===== src/rtl/mem_wb_stage_if.sv =====
// Data-memory bus between the MEM stage (master) and data memory (slave).
// The request fields stay stable from request until the one-cycle ack.
interface mem_wb_stage_if #(
    parameter int XLEN = 32
);
    logic            dmem_req;
    logic            dmem_we;
    logic [XLEN-1:0] dmem_addr;
    logic [XLEN-1:0] dmem_wdata;
    logic [3:0]      dmem_be;
    logic [XLEN-1:0] dmem_rdata;
    logic            dmem_ack;

    modport master (
        output dmem_req, dmem_we, dmem_addr, dmem_wdata, dmem_be,
        input  dmem_rdata, dmem_ack
    );

    modport slave (
        input  dmem_req, dmem_we, dmem_addr, dmem_wdata, dmem_be,
        output dmem_rdata, dmem_ack
    );
endinterface


===== src/rtl/mem_wb_stage.sv =====
// MEM stage of the RV32 core: data-memory handshake, load extension, store
// lane steering and the MEM/WB pipeline register feeding write-back.
module mem_wb_stage #(
    parameter int XLEN   = 32,
    parameter int CTRL_W = 3
) (
    input  logic              clk,
    input  logic              rst_n,
    input  logic              valid_in,
    input  logic              flush,
    input  logic [CTRL_W-1:0] ctrl_wb_in,
    input  logic              mem_read,
    input  logic              mem_write,
    input  logic [2:0]        funct3,
    input  logic [XLEN-1:0]   pc4_mem,
    input  logic [XLEN-1:0]   alu_result,
    input  logic [XLEN-1:0]   rs2_data,
    input  logic [XLEN-1:0]   rd_mem,
    mem_wb_stage_if.master    dmem,
    output logic              stall_out,
    output logic              misalign_err,
    output logic [CTRL_W-1:0] ctrl_wb,
    output logic [XLEN-1:0]   pc4_wb,
    output logic [XLEN-1:0]   mem_data,
    output logic [XLEN-1:0]   alu_data,
    output logic [XLEN-1:0]   rd_wb
);

    typedef enum logic {IDLE, BUSY} state_e;

    state_e            state_q, state_d;
    logic              req_q, req_d;
    logic              we_q, we_d;
    logic [XLEN-1:0]   wdata_q, wdata_d;
    logic [3:0]        be_q, be_d;
    logic [2:0]        f3_q, f3_d;
    logic [CTRL_W-1:0] lctrl_q, lctrl_d;
    logic [XLEN-1:0]   lpc4_q, lpc4_d;
    logic [XLEN-1:0]   lalu_q, lalu_d;
    logic [XLEN-1:0]   lrd_q, lrd_d;
    logic [CTRL_W-1:0] ctrl_wb_q, ctrl_wb_d;
    logic [XLEN-1:0]   pc4_wb_q, pc4_wb_d;
    logic [XLEN-1:0]   mem_data_q, mem_data_d;
    logic [XLEN-1:0]   alu_data_q, alu_data_d;
    logic [XLEN-1:0]   rd_wb_q, rd_wb_d;
    logic              misalign_q, misalign_d;

    logic              accept, memop, is_store, misaligned;
    logic [1:0]        off;
    logic [3:0]        be_new;
    logic [XLEN-1:0]   wdata_new;
    logic [7:0]        ld_byte;
    logic [15:0]       ld_half;
    logic [XLEN-1:0]   ld_ext;

    // A simultaneous read and write is treated as a load.
    assign accept     = valid_in & ~flush;
    assign memop      = accept & (mem_read | mem_write);
    assign is_store   = mem_write & ~mem_read;
    assign off        = alu_result[1:0];
    assign misaligned = (funct3[1:0] == 2'b01 && off[0]) ||
                        (funct3[1] && off != 2'b00);

    always_comb begin
        // NOTE: every combinational output gets a default first so no path leaves it unassigned (no latch).
        be_new    = 4'b1111;
        wdata_new = rs2_data;
        if (funct3[1:0] == 2'b00) begin
            be_new    = 4'b0001 << off;
            wdata_new = {4{rs2_data[7:0]}};
        end else if (funct3[1:0] == 2'b01) begin
            be_new    = 4'b0011 << {off[1], 1'b0};
            wdata_new = {2{rs2_data[15:0]}};
        end
        if (!is_store) wdata_new = '0;
    end

    always_comb begin
        ld_byte = dmem.dmem_rdata[8*lalu_q[1:0] +: 8];
        ld_half = lalu_q[1] ? dmem.dmem_rdata[31:16] : dmem.dmem_rdata[15:0];
        case (f3_q)
            3'b000:  ld_ext = {{(XLEN-8){ld_byte[7]}}, ld_byte};
            3'b001:  ld_ext = {{(XLEN-16){ld_half[15]}}, ld_half};
            3'b100:  ld_ext = {{(XLEN-8){1'b0}}, ld_byte};
            3'b101:  ld_ext = {{(XLEN-16){1'b0}}, ld_half};
            default: ld_ext = dmem.dmem_rdata;
        endcase
    end

    always_comb begin
        state_d    = state_q;
        req_d      = req_q;
        we_d       = we_q;
        wdata_d    = wdata_q;
        be_d       = be_q;
        f3_d       = f3_q;
        lctrl_d    = lctrl_q;
        lpc4_d     = lpc4_q;
        lalu_d     = lalu_q;
        lrd_d      = lrd_q;
        ctrl_wb_d  = ctrl_wb_q;
        pc4_wb_d   = pc4_wb_q;
        mem_data_d = mem_data_q;
        alu_data_d = alu_data_q;
        rd_wb_d    = rd_wb_q;
        misalign_d = 1'b0;
        stall_out  = 1'b0;

        case (state_q)
            IDLE: begin
                ctrl_wb_d  = '0;
                pc4_wb_d   = '0;
                mem_data_d = '0;
                alu_data_d = '0;
                rd_wb_d    = '0;
                if (memop) begin
                    if (misaligned) begin
                        misalign_d = 1'b1;
                    end else begin
                        stall_out = 1'b1;
                        state_d   = BUSY;
                        req_d     = 1'b1;
                        we_d      = is_store;
                        wdata_d   = wdata_new;
                        be_d      = be_new;
                        f3_d      = funct3;
                        lctrl_d   = ctrl_wb_in;
                        lpc4_d    = pc4_mem;
                        lalu_d    = alu_result;
                        lrd_d     = rd_mem;
                    end
                end else if (accept) begin
                    ctrl_wb_d  = ctrl_wb_in;
                    pc4_wb_d   = pc4_mem;
                    alu_data_d = alu_result;
                    rd_wb_d    = rd_mem;
                end
            end
            BUSY: begin
                // Flush is deliberately not looked at here: the bus transaction must finish.
                stall_out = ~dmem.dmem_ack;
                if (dmem.dmem_ack) begin
                    state_d    = IDLE;
                    req_d      = 1'b0;
                    ctrl_wb_d  = lctrl_q;
                    pc4_wb_d   = lpc4_q;
                    alu_data_d = lalu_q;
                    rd_wb_d    = lrd_q;
                    mem_data_d = we_q ? '0 : ld_ext;
                end
            end
            default: state_d = IDLE;
        endcase
    end

    // NOTE: sequential state uses non-blocking assignments so every register samples pre-edge values.
    always_ff @(posedge clk or negedge rst_n) begin
        if (!rst_n) begin
            state_q    <= IDLE;
            req_q      <= 1'b0;
            we_q       <= 1'b0;
            wdata_q    <= '0;
            be_q       <= '0;
            f3_q       <= '0;
            lctrl_q    <= '0;
            lpc4_q     <= '0;
            lalu_q     <= '0;
            lrd_q      <= '0;
            ctrl_wb_q  <= '0;
            pc4_wb_q   <= '0;
            mem_data_q <= '0;
            alu_data_q <= '0;
            rd_wb_q    <= '0;
            misalign_q <= 1'b0;
        end else begin
            state_q    <= state_d;
            req_q      <= req_d;
            we_q       <= we_d;
            wdata_q    <= wdata_d;
            be_q       <= be_d;
            f3_q       <= f3_d;
            lctrl_q    <= lctrl_d;
            lpc4_q     <= lpc4_d;
            lalu_q     <= lalu_d;
            lrd_q      <= lrd_d;
            ctrl_wb_q  <= ctrl_wb_d;
            pc4_wb_q   <= pc4_wb_d;
            mem_data_q <= mem_data_d;
            alu_data_q <= alu_data_d;
            rd_wb_q    <= rd_wb_d;
            misalign_q <= misalign_d;
        end
    end

    assign dmem.dmem_req   = req_q;
    assign dmem.dmem_we    = we_q;
    assign dmem.dmem_addr  = {lalu_q[XLEN-1:2], 2'b00};
    assign dmem.dmem_wdata = wdata_q;
    assign dmem.dmem_be    = be_q;
    assign misalign_err    = misalign_q;
    assign ctrl_wb         = ctrl_wb_q;
    assign pc4_wb          = pc4_wb_q;
    assign mem_data        = mem_data_q;
    assign alu_data        = alu_data_q;
    assign rd_wb           = rd_wb_q;

endmodule


===== src/flat_wrapper.sv =====
// flat-port wrapper written by rule: the top's interface ports become plain ports
module mem_wb_stage_flat 
#(
    parameter int XLEN   = 32,
    parameter int CTRL_W = 3
)
  (clk, rst_n, valid_in, flush, ctrl_wb_in, mem_read, mem_write, funct3, pc4_mem, alu_result, rs2_data, rd_mem, stall_out, misalign_err, ctrl_wb, pc4_wb, mem_data, alu_data, rd_wb, dmem_dmem_req, dmem_dmem_we, dmem_dmem_addr, dmem_dmem_wdata, dmem_dmem_be, dmem_dmem_rdata, dmem_dmem_ack);
  mem_wb_stage_if #(.XLEN(XLEN)) dmem_i ();
  input  logic clk;
  input  logic rst_n;
  input  logic valid_in;
  input  logic flush;
  input  logic [CTRL_W-1:0] ctrl_wb_in;
  input  logic mem_read;
  input  logic mem_write;
  input  logic [2:0] funct3;
  input  logic [XLEN-1:0] pc4_mem;
  input  logic [XLEN-1:0] alu_result;
  input  logic [XLEN-1:0] rs2_data;
  input  logic [XLEN-1:0] rd_mem;
  output logic stall_out;
  output logic misalign_err;
  output logic [CTRL_W-1:0] ctrl_wb;
  output logic [XLEN-1:0] pc4_wb;
  output logic [XLEN-1:0] mem_data;
  output logic [XLEN-1:0] alu_data;
  output logic [XLEN-1:0] rd_wb;
  output wire logic [$bits(dmem_i.dmem_req)-1:0] dmem_dmem_req;
  output wire logic [$bits(dmem_i.dmem_we)-1:0] dmem_dmem_we;
  output wire logic [$bits(dmem_i.dmem_addr)-1:0] dmem_dmem_addr;
  output wire logic [$bits(dmem_i.dmem_wdata)-1:0] dmem_dmem_wdata;
  output wire logic [$bits(dmem_i.dmem_be)-1:0] dmem_dmem_be;
  input wire logic [$bits(dmem_i.dmem_rdata)-1:0] dmem_dmem_rdata;
  input wire logic [$bits(dmem_i.dmem_ack)-1:0] dmem_dmem_ack;
  assign dmem_dmem_req = dmem_i.dmem_req;
  assign dmem_dmem_we = dmem_i.dmem_we;
  assign dmem_dmem_addr = dmem_i.dmem_addr;
  assign dmem_dmem_wdata = dmem_i.dmem_wdata;
  assign dmem_dmem_be = dmem_i.dmem_be;
  assign dmem_i.dmem_rdata = dmem_dmem_rdata;
  assign dmem_i.dmem_ack = dmem_dmem_ack;
  mem_wb_stage #(.XLEN(XLEN), .CTRL_W(CTRL_W)) u_core (.clk(clk), .rst_n(rst_n), .valid_in(valid_in), .flush(flush), .ctrl_wb_in(ctrl_wb_in), .mem_read(mem_read), .mem_write(mem_write), .funct3(funct3), .pc4_mem(pc4_mem), .alu_result(alu_result), .rs2_data(rs2_data), .rd_mem(rd_mem), .dmem(dmem_i), .stall_out(stall_out), .misalign_err(misalign_err), .ctrl_wb(ctrl_wb), .pc4_wb(pc4_wb), .mem_data(mem_data), .alu_data(alu_data), .rd_wb(rd_wb));
endmodule

===== config.mk =====
export PLATFORM = sky130hd
export DESIGN_NAME = mem_wb_stage_flat
export DESIGN_NICKNAME = d
export VERILOG_FILES = /design/src/rtl/mem_wb_stage_if.sv /design/src/rtl/mem_wb_stage.sv /design/src/flat_wrapper.sv
export SDC_FILE = /design/constraint.sdc
export NUM_CORES = 1
export LEC_CHECK = 0
export ABC_AREA = 1
export CAP_MARGIN = 20
export CORE_MARGIN = 3
export CORE_UTILIZATION = 50
export CTS_CLUSTER_SIZE = 16
export DETAILED_ROUTE_END_ITERATION = 10
export DONT_BUFFER_PORTS = 1
export PLACE_DENSITY = 0.74
export SYNTH_ARGS = -nofsm -noshare
export SYNTH_HDL_FRONTEND = slang
export SYNTH_SLANG_ARGS = --single-unit

===== constraint.sdc =====
create_clock -name clk -period 3.1 [get_ports clk]
set_input_delay 0.62 -clock clk [delete_from_list [all_inputs] [get_ports clk]]
set_output_delay 0.62 -clock clk [all_outputs]
set_load 0.005 [all_outputs]

# After elaboration in Yosys (flattened, before gate mapping)
# Index checks and enable logic that the tools add are counted.
# word_totals
ff_bits	273
input_bits	173
wordCells	81
# classes
n_eq_ne	7
shifts	3
mux	38
bitwise_logic	9
reduce_logical	8
# op_table
op	count
two-way mux 32 bit	14
one-hot mux 32 bit (2 select lines)	4
one-hot mux 32 bit (4 select lines)	1
indexed part select 32 x 6 -> 8 bit	1
two-way mux 16 bit	1
two-way mux 1 bit	9
two-way mux 3 bit	3
two-way mux 4 bit	2
== test 3 bit (second input constant)	2
one-hot mux 1 bit (2 select lines)	3
one-hot mux 3 bit (2 select lines)	1
AND reduction 3 bit	2
inverter 1 bit	5
inequality test 2 bit (second input constant)	2
left shift 1 x 2 -> 4 bit (first input constant)	1
left shift 2 x 2 -> 4 bit (first input constant)	1
AND 1 bit	3
== test 3 x 1 -> 1 bit (second input constant)	1
logical NOT 3 bit	1
== test 2 x 1 -> 1 bit (second input constant)	1
logical AND 1 bit	2
logical NOT 2 bit	1
inequality test 2 x 1 -> 1 bit (second input constant)	1
nonzero test 2 bit	1
other kinds (2)	2

# Logic depth before layout (Yosys ltp)
# depth
ltp_word	6
depth_mapped	10
depth_no_buf	8

# Worst setup path after synthesis
# No wires, ideal clock.
# synth_path
path_kind	input to output
from	input port funct3[1]
to	output port stall_out
arrival_time_ps	1390
slack_ps	1090
stages	7
path_cell_list	buf_2 > nand2_1 > a21oi_2 > inv_2 > nand2_4 > buf_2 > nand2_1
# synth_between
elab_chain_cells	6
elab_cells_between_ends	7
# synth_lines
item	line	source
start: declaration	flat_wrapper.sv:16	input logic [2:0] funct3;
== test 2 x 1 -> 1 bit	mem_wb_stage.sv:61	assign misaligned = (funct3[1:0] == 2'b01 && off[0]) ||
logical AND 1 bit	mem_wb_stage.sv:61	
logical OR 1 bit (*)	mem_wb_stage.sv:61	
two-way mux 1 bit (*)	mem_wb_stage.sv:117	if (misaligned) begin
two-way mux 1 bit (*)	mem_wb_stage.sv:116	if (memop) begin
one-hot mux 1 bit (2 select lines) (*)	mem_wb_stage.sv:109	case (state_q)
end: declaration	flat_wrapper.sv:21	output logic stall_out;
# Every way passes the cells marked *; elsewhere a longest branch is shown, timed or not.

# Worst setup path after layout
# layout_path
from	input port funct3[0]
to	output port stall_out
# layout_between
elab_chain_cells	6
# layout_lines
item	line
== test 2 x 1 -> 1 bit	mem_wb_stage.sv:61
logical AND 1 bit	mem_wb_stage.sv:61
logical OR 1 bit	mem_wb_stage.sv:61
two-way mux 1 bit	mem_wb_stage.sv:117
two-way mux 1 bit	mem_wb_stage.sv:116
one-hot mux 1 bit (2 select lines)	mem_wb_stage.sv:109
# No other way between the ends.

==> out/results.txt <==
The transition time at the pin with the least slew margin is 1.089 ns, and the maximum level of the CTS H-tree is 1. The tools report the area inside the core boundary as 0.02446 mm². The routed layout has 10480 vias.

Kind of start point of the critical path: an input pin. Sequential cells were found to cover 54.73% of the synthesized design area. The logs give 28 for the TritonCTS buffer count and 0 ns for the sum of negative setup slack. The post-route netlist has 5.316% of its cells at a drive strength greater than 1.

The top cell type by area accounts for 54.73% of the synthesized area. Netlist area before placement: 0.01248 mm². The met3 layer wire length in the routed design was 3.975 mm; the total power divided by cell area was 706.0 mW/mm².

The number of inserted diodes was 0; the count of buffers added by post-CTS timing repair for setup was 0. Worst-case hold slack: -0.2120 ns. In the final routing, the length of wire on met1 measures 13.42 mm. Entering global routing, the biggest net connects 274 pins.

The number of ports placed on the die boundary came out at 376. After detailed routing, the average wire length per cell comes to 19.32 µm. The run gives 22.47 mm as the HPWL reported at the end of detailed placement.

CTS saw 273 sinks. Row generation in the floorplan step produced 57 rows. The later-pin clock latency in the skew report was 0.53 ns; the worst path buffer plus inverter count was 1. STA puts the critical path data arrival time at 1.47 ns. Yosys mapped the design onto 26 distinct sky130hd cell types.

STA puts the critical path data required time at 2.48 ns. Measured along the y axis, the die boundary spans 164 µm. Summed over all layers, the global routing overflow is 0.

Final number of hold-violating endpoints: 273. The run gives 0 as the max-capacitance violation count. The tools report the number of antenna violations at the first check in global routing as 0. TritonCTS built the clock tree. In the routed design, unresolved DRC markers number 0. The DRC violation total after the first TritonRoute iteration was 1138. For this run, the total global-route usage over all layers was measured as 25.05%. The flow ran to the end, but the final reports show violations. In this run the horizontal extent of the chip is 164 µm. The tools report the total length of routed met2 wires as 16.80 mm. The delay of the slowest critical-path stage came out at 0.40 ns. Summing all flip-flop and latch instances after layout gives 0.006833 mm². In this run the tightest slew margin relative to its limit is 27.25%. The register clock-pin slew on the reported worst setup and hold paths is 0.06 ns. The cell type contributing the most total cell area after synthesis is sky130_fd_sc_hd__dfrtp_1.

The ratio of final minimum period to clock period was 67.33%. Clock tree root buffer cell: sky130_fd_sc_hd__clkbuf_16. The tools report the static leakage as 0.006934 µW. By startpoint and endpoint, the worst setup path is classified as input pin to output port. Relative to the synthesized area, the layout overhead comes to 7.007%.

The critical path goes through nor2_2 > a21oi_2 > inv_2 > nand2_4 > nand2_1. Final net count: 1656. The library cell contributing the largest single delay on the critical path is sky130_fd_sc_hd__nor2_2. The cell total after placement is 1776.

After detailed routing, the number of vias per cell comes to 5.729. The routability-driven placement congestion ratio is 0.9026, and the gate count of the mapped netlist is 1566. The post-route minimum period was 2.087 ns; the total wirelength of the detailed-routed design was 35.34 mm.

The highest layer used for signal routing is met4. The layout has 2214 filler cells. The total of buffers placed on input and output ports works out to 0. The worst setup path is captured at an output port. For this configuration, the core starts out at a cell density of 51.03%.

The die covers 0.02690 mm². The first detailed-routing pass ran for 5 iterations. For the total of cells resized after clock tree synthesis, the log shows 0.

The area occupied by multi-input gates is 0.004766 mm², and the number of global-route vias before repair is 9906. For the total of endpoints with negative setup slack in the final report, the log shows 0. Along the worst path, the maximum fanout reaches 12. The first global-routing pass estimated 54.53 mm of wire.

The maximum resistive drop on vdd is 0.0003871 V. The class of the tightest hold or removal check was input pin to async pin. The count of synthesis-stage warnings from yosys came out at 0.

Setup repair after global routing left no endpoint under its margin. Cell type group with the largest total delay on the critical path: simple AND/OR/NAND/NOR gates. The run gives 0 as the count of antenna-violating nets left after detailed routing. The maximum clock insertion buffer count is 3, and the post-route clock skew is 0.008307 ns. Count of pins over their slew limit: 0. For this run, the top clock speed supported by timing is 0.4791 GHz.

In the post-synthesis netlist, the biggest area contributors are sky130_fd_sc_hd__dfrtp_1 55%, sky130_fd_sc_hd__nand2_1 18%, sky130_fd_sc_hd__o21ai_0 4.8%. The register bit total from synthesis works out to 273. The checks that failed: negative hold slack. After synthesis, the mean cell area works out to 7.971 µm².

The tools report the final cell count without fillers as 1829.
[per-stage QoR]
step / area (µm²) / util (%) / hold slack [ns] / setup slack, ns / power [µW]
2_1_floorplan: 12490 / - / 0.3244 / 1.090 / 5630
3_3_place_gp: 12340 / 50.43 / 0.3297 / 0.6726 / 5830
3_5_place_dp: 12340 / 50.43 / 0.3300 / 0.6227 / 5891
4_1_cts: 13330 / 54.49 / -0.2435 / 1.020 / 9508
5_1_grt: 13360 / 54.60 / -0.2516 / 0.9259 / 9921
6_report: 13360 / 54.60 / -0.2120 / 1.013 / 9430
[flip-flops by register name, indices dropped and copies added (netlist names), 3 cells and up]
register / count
u_core.rd_wb: 32
u_core.dmem.dmem_be: 4
u_core.pc4_wb: 32
u_core.lctrl_q: 3
u_core.lrd_q: 32
u_core.lpc4_q: 32
u_core.ctrl_wb: 3
u_core.lalu_q: 32
u_core.f3_q: 3
u_core.mem_data: 32
u_core.dmem.dmem_wdata: 32
u_core.alu_data: 32
[path summary, 6_finish.rpt]
check,startpoint,end,slack [ns],cells past startpoint
min in group clk,rs2_data[5],u_core.dmem.dmem_wdata[5]$_DFFE_PN0P_,0.19,2
setup / recovery,funct3[0],stall_out,1.01,5
max in group asynchronous,rst_n,u_core.state_q$_DFF_PN0_,2.70,0
hold / removal,rst_n,u_core.lalu_q[20]$_DFFE_PN0P_,-0.21,0
setup reg to reg,u_core.f3_q[1]$_DFFE_PN0P_,u_core.mem_data[18]$_DFFE_PN0P_,1.14,8
hold reg to reg,u_core.lrd_q[26]$_DFFE_PN0P_,u_core.lrd_q[26]$_DFFE_PN0P_,0.47,2
[where the power goes]
part           internal [µW]  total (µW)  switching [µW]
clock network           2210        3590            1380
registers               4130        4610             486
logic                    433        1230             794
total                   6770        9430            2660
[cell usage after synthesis]
| cell | instances |
|---|---|
| sky130_fd_sc_hd__nor2_2 | 2 |
| sky130_fd_sc_hd__a21oi_2 | 1 |
| sky130_fd_sc_hd__nand3_2 | 1 |
| sky130_fd_sc_hd__clkbuf_1 | 49 |
| sky130_fd_sc_hd__clkinv_1 | 1 |
| sky130_fd_sc_hd__nand2_2 | 1 |
| sky130_fd_sc_hd__o21ai_0 | 119 |
| sky130_fd_sc_hd__clkbuf_2 | 1 |
| sky130_fd_sc_hd__inv_2 | 4 |
| sky130_fd_sc_hd__inv_1 | 28 |
| sky130_fd_sc_hd__buf_4 | 37 |
| sky130_fd_sc_hd__conb_1 | 1 |
| sky130_fd_sc_hd__a21oi_4 | 1 |
| sky130_fd_sc_hd__buf_6 | 12 |
| sky130_fd_sc_hd__nand2_1 | 596 |
| sky130_fd_sc_hd__or2_1 | 1 |
| sky130_fd_sc_hd__a21oi_1 | 118 |
| sky130_fd_sc_hd__dfrtp_1 | 273 |
| sky130_fd_sc_hd__buf_1 | 2 |
| sky130_fd_sc_hd__nor2_1 | 151 |
| sky130_fd_sc_hd__o21ai_1 | 6 |
| sky130_fd_sc_hd__o211ai_1 | 7 |
| sky130_fd_sc_hd__nand3_1 | 117 |
| sky130_fd_sc_hd__a31oi_1 | 3 |
| sky130_fd_sc_hd__buf_2 | 33 |
| sky130_fd_sc_hd__nand2_4 | 1 |
[kinds of logic after synthesis]
logic type	count (synthesis)	synth area share, %
buf+inv	167	7.197
compound gates	255	10.52
flops	273	54.73
simple gates	870	27.53
other cells	1	0.03004
[per-layer routing]
| metal | GRT usage [%] | vias up |
|---|---|---|
| met5 | 0 | - |
| li1 | - | 4818 |
| met3 | 8.398 | 82 |
| met1 | 31.97 | 5062 |
| met4 | 7.997 | 0 |
| met2 | 40.47 | 516 |
[cells in the final DEF (no fill, tap or decap), types with 3 or more instances in the layout]
cell and n:
sky130_fd_sc_hd__o21ai_1 6, sky130_fd_sc_hd__inv_1 27, sky130_fd_sc_hd__nand3_1 117, sky130_fd_sc_hd__nor2_2 3
sky130_fd_sc_hd__clkinv_2 7, sky130_fd_sc_hd__clkbuf_8 7, sky130_fd_sc_hd__a21oi_1 118, sky130_fd_sc_hd__buf_4 14
sky130_fd_sc_hd__a31oi_1 3, sky130_fd_sc_hd__nand2_1 596, sky130_fd_sc_hd__nor2_1 149, sky130_fd_sc_hd__dfrtp_1 272
sky130_fd_sc_hd__clkbuf_1 7, sky130_fd_sc_hd__clkbuf_16 29, sky130_fd_sc_hd__bufinv_16 4, sky130_fd_sc_hd__o211ai_1 7
sky130_fd_sc_hd__o21ai_0 119, sky130_fd_sc_hd__inv_2 3, sky130_fd_sc_hd__buf_12 5
[area by class of cell]
type,instances,share of cell area (%)
Timing Repair Buffer,20,1.742
Multi-Input combinational cell,1127,35.68
Clock inverter,9,1.087
Tap cell,324,3.035
Sequential cell,273,51.16
Inverter,33,0.9461
Clock buffer,43,6.351
Note: power is estimated with default switching activity, not from simulation.
